===== src/rtl/instr_fetch_unit.sv =====
// Instruction fetch front end: fetch PC, req/ack memory port, prefetch queue to decode.
// Optional FETCH_STATS_EN adds FetchCount/FlushCount statistics outputs.
module instr_fetch_unit #(
    parameter int                ADDR_W   = 16,
    parameter int                INSTR_W  = 24,
    parameter int                QDEPTH   = 2,
    parameter logic [ADDR_W-1:0] RESET_PC = '0
) (
    input  logic               Clock,
    input  logic               Reset_n,
    output logic               IMemReq,
    output logic [ADDR_W-1:0]  IMemAddr,
    input  logic               IMemAck,
    input  logic [INSTR_W-1:0] IMemData,
    output logic               InstrValid,
    input  logic               InstrReady,
    output logic [INSTR_W-1:0] Instr,
    output logic [ADDR_W-1:0]  InstrPC,
    output logic [3:0]         Opcode,
    input  logic               Redirect,
    input  logic [ADDR_W-1:0]  RedirectPC
`ifdef FETCH_STATS_EN
    ,
    output logic [31:0]        FetchCount,
    output logic [15:0]        FlushCount
`endif
);

    localparam int PTR_W   = (QDEPTH > 1) ? $clog2(QDEPTH) : 1;
    localparam int CNT_W   = $clog2(QDEPTH + 1);
    localparam int ENTRY_W = INSTR_W + ADDR_W;

    typedef enum logic [1:0] {IDLE, FETCH, FULL, DISCARD} state_e;

    state_e              state_q, state_d;
    logic [ADDR_W-1:0]   pc_q, pc_d;
    logic [ADDR_W-1:0]   target_q, target_d;
    logic [PTR_W-1:0]    rd_ptr_q, rd_ptr_d;
    logic [PTR_W-1:0]    wr_ptr_q, wr_ptr_d;
    logic [CNT_W-1:0]    count_q, count_d;
    logic [CNT_W-1:0]    post_cnt;
    logic [ENTRY_W-1:0]  queue_q [QDEPTH];
    logic [ENTRY_W-1:0]  entry_d;
    logic [ENTRY_W-1:0]  head;
    logic                push, pop, flush;

    assign InstrValid = (count_q != '0);
    assign pop        = InstrValid && InstrReady;
    assign head       = InstrValid ? queue_q[rd_ptr_q] : '0;
    assign Instr      = head[ENTRY_W-1:ADDR_W];
    assign InstrPC    = head[ADDR_W-1:0];
    assign Opcode     = head[ENTRY_W-1 -: 4];

    // While in DISCARD, pc_q still holds the stale address; the new target waits in target_q.
    assign IMemReq  = (state_q == FETCH) || (state_q == DISCARD);
    assign IMemAddr = pc_q;
    assign entry_d  = {IMemData, pc_q};

    always_comb begin
        state_d  = state_q;
        pc_d     = pc_q;
        target_d = target_q;
        push     = 1'b0;
        flush    = 1'b0;
        post_cnt = pop ? count_q : count_q + CNT_W'(1);

        case (state_q)
            IDLE: state_d = FETCH;
            FETCH: begin
                if (IMemAck) begin
                    push    = 1'b1;
                    pc_d    = pc_q + ADDR_W'(1);
                    state_d = (post_cnt < CNT_W'(QDEPTH)) ? FETCH : FULL;
                end
            end
            FULL: begin
                if (pop) state_d = FETCH;
            end
            DISCARD: begin
                if (IMemAck) begin
                    pc_d    = target_q;
                    state_d = FETCH;
                end
            end
            default: state_d = IDLE;
        endcase

        // An outstanding request cannot be withdrawn, so its ack is absorbed in DISCARD.
        if (Redirect) begin
            flush = 1'b1;
            push  = 1'b0;
            case (state_q)
                FETCH, DISCARD: begin
                    if (IMemAck) begin
                        pc_d    = RedirectPC;
                        state_d = FETCH;
                    end else begin
                        target_d = RedirectPC;
                        state_d  = DISCARD;
                    end
                end
                default: begin
                    pc_d    = RedirectPC;
                    state_d = FETCH;
                end
            endcase
        end
    end

    always_comb begin
        rd_ptr_d = rd_ptr_q;
        wr_ptr_d = wr_ptr_q;
        count_d  = count_q;
        if (flush) begin
            rd_ptr_d = '0;
            wr_ptr_d = '0;
            count_d  = '0;
        end else begin
            if (push) wr_ptr_d = wr_ptr_q + PTR_W'(1);
            if (pop)  rd_ptr_d = rd_ptr_q + PTR_W'(1);
            case ({push, pop})
                2'b10:   count_d = count_q + CNT_W'(1);
                2'b01:   count_d = count_q - CNT_W'(1);
                default: count_d = count_q;
            endcase
        end
    end

    always_ff @(posedge Clock or negedge Reset_n) begin
        if (!Reset_n) begin
            state_q  <= IDLE;
            pc_q     <= RESET_PC;
            target_q <= RESET_PC;
            rd_ptr_q <= '0;
            wr_ptr_q <= '0;
            count_q  <= '0;
        end else begin
            state_q  <= state_d;
            pc_q     <= pc_d;
            target_q <= target_d;
            rd_ptr_q <= rd_ptr_d;
            wr_ptr_q <= wr_ptr_d;
            count_q  <= count_d;
        end
    end

    // Queue storage is data only; occupancy alone decides what is visible.
    always_ff @(posedge Clock) begin
        if (push) queue_q[wr_ptr_q] <= entry_d;
    end

`ifdef FETCH_STATS_EN
    logic [31:0] fetch_count_q, fetch_count_d;
    logic [15:0] flush_count_q, flush_count_d;

    always_comb begin
        fetch_count_d = fetch_count_q + 32'(pop);
        flush_count_d = flush_count_q + 16'(Redirect);
    end

    always_ff @(posedge Clock or negedge Reset_n) begin
        if (!Reset_n) begin
            fetch_count_q <= '0;
            flush_count_q <= '0;
        end else begin
            fetch_count_q <= fetch_count_d;
            flush_count_q <= flush_count_d;
        end
    end

    assign FetchCount = fetch_count_q;
    assign FlushCount = flush_count_q;
`endif

endmodule


===== config.mk =====
export PLATFORM = sky130hd
export DESIGN_NAME = instr_fetch_unit
export DESIGN_NICKNAME = d
export VERILOG_FILES = /design/src/rtl/instr_fetch_unit.sv
export SDC_FILE = /design/constraint.sdc
export NUM_CORES = 1
export LEC_CHECK = 0
export ABC_AREA = 1
export BUFFER_PORTS_ARGS = -buffer_cell sky130_fd_sc_hd__buf_2
export CORE_UTILIZATION = 55
export DETAILED_ROUTE_END_ITERATION = 10
export GPL_TIMING_DRIVEN = 0
export PLACE_DENSITY = 0.88
export SYNTH_ARGS = -nofsm -noshare
export SYNTH_HDL_FRONTEND = slang
export SYNTH_SLANG_ARGS = --single-unit

===== constraint.sdc =====
create_clock -name Clock -period 3.7 [get_ports Clock]
set_clock_uncertainty 0.15 [all_clocks]
set_input_delay 0.185 -clock Clock [delete_from_list [all_inputs] [get_ports Clock]]
set_output_delay 0.185 -clock Clock [all_outputs]
set_load 0.05 [all_outputs]

==> metrics <==
result of the run finished clean; biggest area contributors in the synthesized netlist sky130_fd_sc_hd__edfxtp_1 46%, sky130_fd_sc_hd__dfrtp_1 18%, sky130_fd_sc_hd__nor2_1 7.3%, sky130_fd_sc_hd__o21ai_0 7.1%, sky130_fd_sc_hd__nand2_1 4.4%; weighted congestion at the end of routability-driven global placement 0.937; starting density of the core 56.7%; clock-pin transition on the worst setup and hold timing paths 0.06 ns; Post-DP HPWL 8070 um; path type of the worst min-delay path primary input to register; count of nets left with antenna violations after detail routing 0; leakage power 0.00310 uW; number of rows created at floorplan 35; top achievable clock speed 380 MHz; number of global-route vias before repair 4285; horizontal extent of the die 99.6 um; number of post-CTS setup repair buffers 0; time the final worst path needs with I/O delays and setup 2.63 ns; height of the die 99.6 um; maxcap violations 0; Synth area leader sky130_fd_sc_hd__edfxtp_1; TritonCTS Buffers 17; antenna violations before repair 0; routed length per placed instance 15.6 um; met2 layer wire length in the routed design 6650 um; count of buffers from port buffering 106; most frequently used cell type in the post-synthesis netlist sky130_fd_sc_hd__nor2_1; highest metal layer used by the detailed router met4; fraction of synthesis flops using an asynchronous set or reset pin 32.2%; slowest cell on the critical path sky130_fd_sc_hd__dfrtp_1; arrival time at the worst endpoint 2.30 ns; clk root buf sky130_fd_sc_hd__clkbuf_8; final hold violation count 0; Filler Cell Count 585; number of enable flip-flop cells after synthesis 80; area enclosed by the die boundary 0.00991 sq mm; Avg Inst Size Synth 10.2 sq um; largest net degree at the start of global routing 39; final worst-path cycle share 71.1%; Slew Viols, Final 0; area taken by flip-flops and latches 0.00335 sq mm; count of antenna diodes in the layout 0; Routed Wire Length 12900 um; Bufs and invs on worst path 5; RSZ-0062 raised after global routing false; transition time at the pin with the least slew margin 0.870 ns; Critical Path Fanout Max 10; power density normalized to cell area 927 mW/mm^2; number of top-level design ports 107; GRT Total Usage 26.9%; FF+latch count, synth 118; Multi-input gate area 0.00159 sq mm; post-route worst setup slack 1.07 ns; CTS tree yes; wire length of the first global-routing pass 20200 um; worst-case setup slack after placement 1.60 ns; CP required 3.37 ns; M1 wire length 5210 um; Resize count post-CTS 0; core box area 0.00924 sq mm; Yosys Warn Count 0; Detailed Route Iter0 Violations 224; family of cells with the greatest summed delay on the critical path buffers and inverters; area share of the largest cell type after synthesis 45.9%; remaining routing DRC violations 0; vias after detailed routing 4409; crit path cell chain inv_1 -> ha_1 -> inv_1 -> clkbuf_1 -> o21ai_0 -> nor2_1 -> buf_4 -> buf_2; routed via count divided by cell count 5.35; worst max-slew margin expressed relative to the limit 42.0%; Largest stage delay, worst path 0.34 ns; worst setup path category register to output pin; Power Total 6540 uW; cell with the most instances on the worst path sky130_fd_sc_hd__inv_1; Mapped Nets 559; htree depth 4; Util after Layout 76.4%; share of cells above drive strength 1 24.9%; type of element capturing the critical path output pin; number of nets at the end of the flow 729; commonest register cell after synthesis sky130_fd_sc_hd__edfxtp_1; Post-Syn Instances 512; clk_lat worst skew 0.51 ns; Area growth syn-to-layout 34.9%; number of search-and-repair iterations in the first detailed-routing pass 5; kind of start point of the critical path register; overall overflow remaining after global route 0; summed instance area of the synthesized netlist 0.00524 sq mm; share of synthesized area occupied by flip-flops and latches 64.1%; Final setup viols 0; sum of met3 wire segment lengths after detailed routing 866 um; TritonCTS Sinks 118; most common library cells after synthesis 102 x sky130_fd_sc_hd__nor2_1, 80 x sky130_fd_sc_hd__edfxtp_1, 74 x sky130_fd_sc_hd__o21ai_0; VDD IR max 0.669 mV; clk buf depth 2; count of distinct cell types in the synthesized netlist 34
per-stage QoR:
| stage | instance area (sq um) | instances | setup TNS, ns | hold WS, ns |
|---|---|---|---|---|
| global route | 7060 | 824 | 0 | 0.114 |
| floorplan | 5240 | 512 | 0 | -0.261 |
| finish | 7060 | 824 | 0 | 0.118 |
| CTS | 7060 | 824 | 0 | 0.0945 |
| detailed placement | 5980 | 749 | 0 | 0.200 |
| global placement | 5930 | 747 | -18.61 | 0.187 |
path summary, 6_finish.rpt:
kind | start | to | slack [ns] | cells past startpoint
worst max-delay path | count_q[1] | Opcode[0] | 1.07 | 8
worst min-delay path | IMemAck | IMemAddr[0] | 0.12 | 6
worst max register to register | state_q[0] | queue_q[0][0] | 1.55 | 8
worst min register to register | target_q[5] | target_q[5] | 0.34 | 2
max in group asynchronous | Reset_n | rd_ptr_q | 2.68 | 2
min in group asynchronous | Reset_n | IMemAddr[13] | 0.17 | 2
cells in the final DEF (no fill, tap or decap), types with 22 or more instances in the layout:
cell / count
sky130_fd_sc_hd__buf_2: 108
sky130_fd_sc_hd__nor2_1: 100
sky130_fd_sc_hd__edfxtp_1: 80
sky130_fd_sc_hd__o21ai_0: 74
sky130_fd_sc_hd__nand2_1: 61
sky130_fd_sc_hd__dlygate4sd3_1: 43
sky130_fd_sc_hd__inv_1: 39
sky130_fd_sc_hd__dfrtp_1: 38
sky130_fd_sc_hd__a21oi_1: 23
sky130_fd_sc_hd__nand3_1: 22
layer usage:
metal	track usage [%]	up-vias
met4	10.9	0
li1	-	2094
met3	6.47	21
met2	47.0	224
met1	32.0	2070
met5	0	-
where the power goes:
| group | total (uW) | switching (uW) | internal [uW] | leakage [uW] |
|---|---|---|---|---|
| combinational | 2730 | 2050 | 682 | 0.00161 |
| sequential | 2020 | 275 | 1750 | 0.00118 |
| clock | 1790 | 565 | 1230 | 0.000314 |
kinds of logic after synthesis:
family / Yosys count / share of synthesized area, %
DFF: 118 / 64.1
xor gates and xnor gates: 1 / 0.167
muxes: 8 / 1.72
AOI/OAI and AO/OA: 112 / 11.3
and+or+nand+nor: 202 / 16.5
buffers and inverters: 69 / 5.86
adders and majority gates: 2 / 0.478
state kept, by name (all words and copies together) (netlist names):
signal,cells
wr_ptr_q,1
state_q,2
rd_ptr_q,1
count_q,2
target_q,16
queue_q,80
IMemAddr,16
layout make-up:
cell class                 count  area share [%]
clock buffer                  19            5.97
clock inverter                13            3.22
buffer                        25            2.00
sequential                   118            47.5
tap                          129            2.29
multi-input combinational    325            22.5
inverter                      44            2.34
timing repair buffer         151            14.2
worst reg2reg max path: stages (launching register included):
cell	delay [ns]
sky130_fd_sc_hd__dfrtp_1	0.33
sky130_fd_sc_hd__buf_6	0.14
sky130_fd_sc_hd__inv_2	0.06
sky130_fd_sc_hd__nor2_4	0.18
sky130_fd_sc_hd__nand2_1	0.18
sky130_fd_sc_hd__inv_2	0.12
sky130_fd_sc_hd__nand2_2	0.09
sky130_fd_sc_hd__nor2_4	0.34
sky130_fd_sc_hd__buf_12	0.26
repair_timing:
| item | CTS | global route |
|---|---|---|
| hold buffers | 43 | 0 |
| endpoints found under the setup margin | 0 | 0 |
| hold endpoints to repair | 122 | 0 |
No activity file was read; power rests on OpenSTA's default activity.
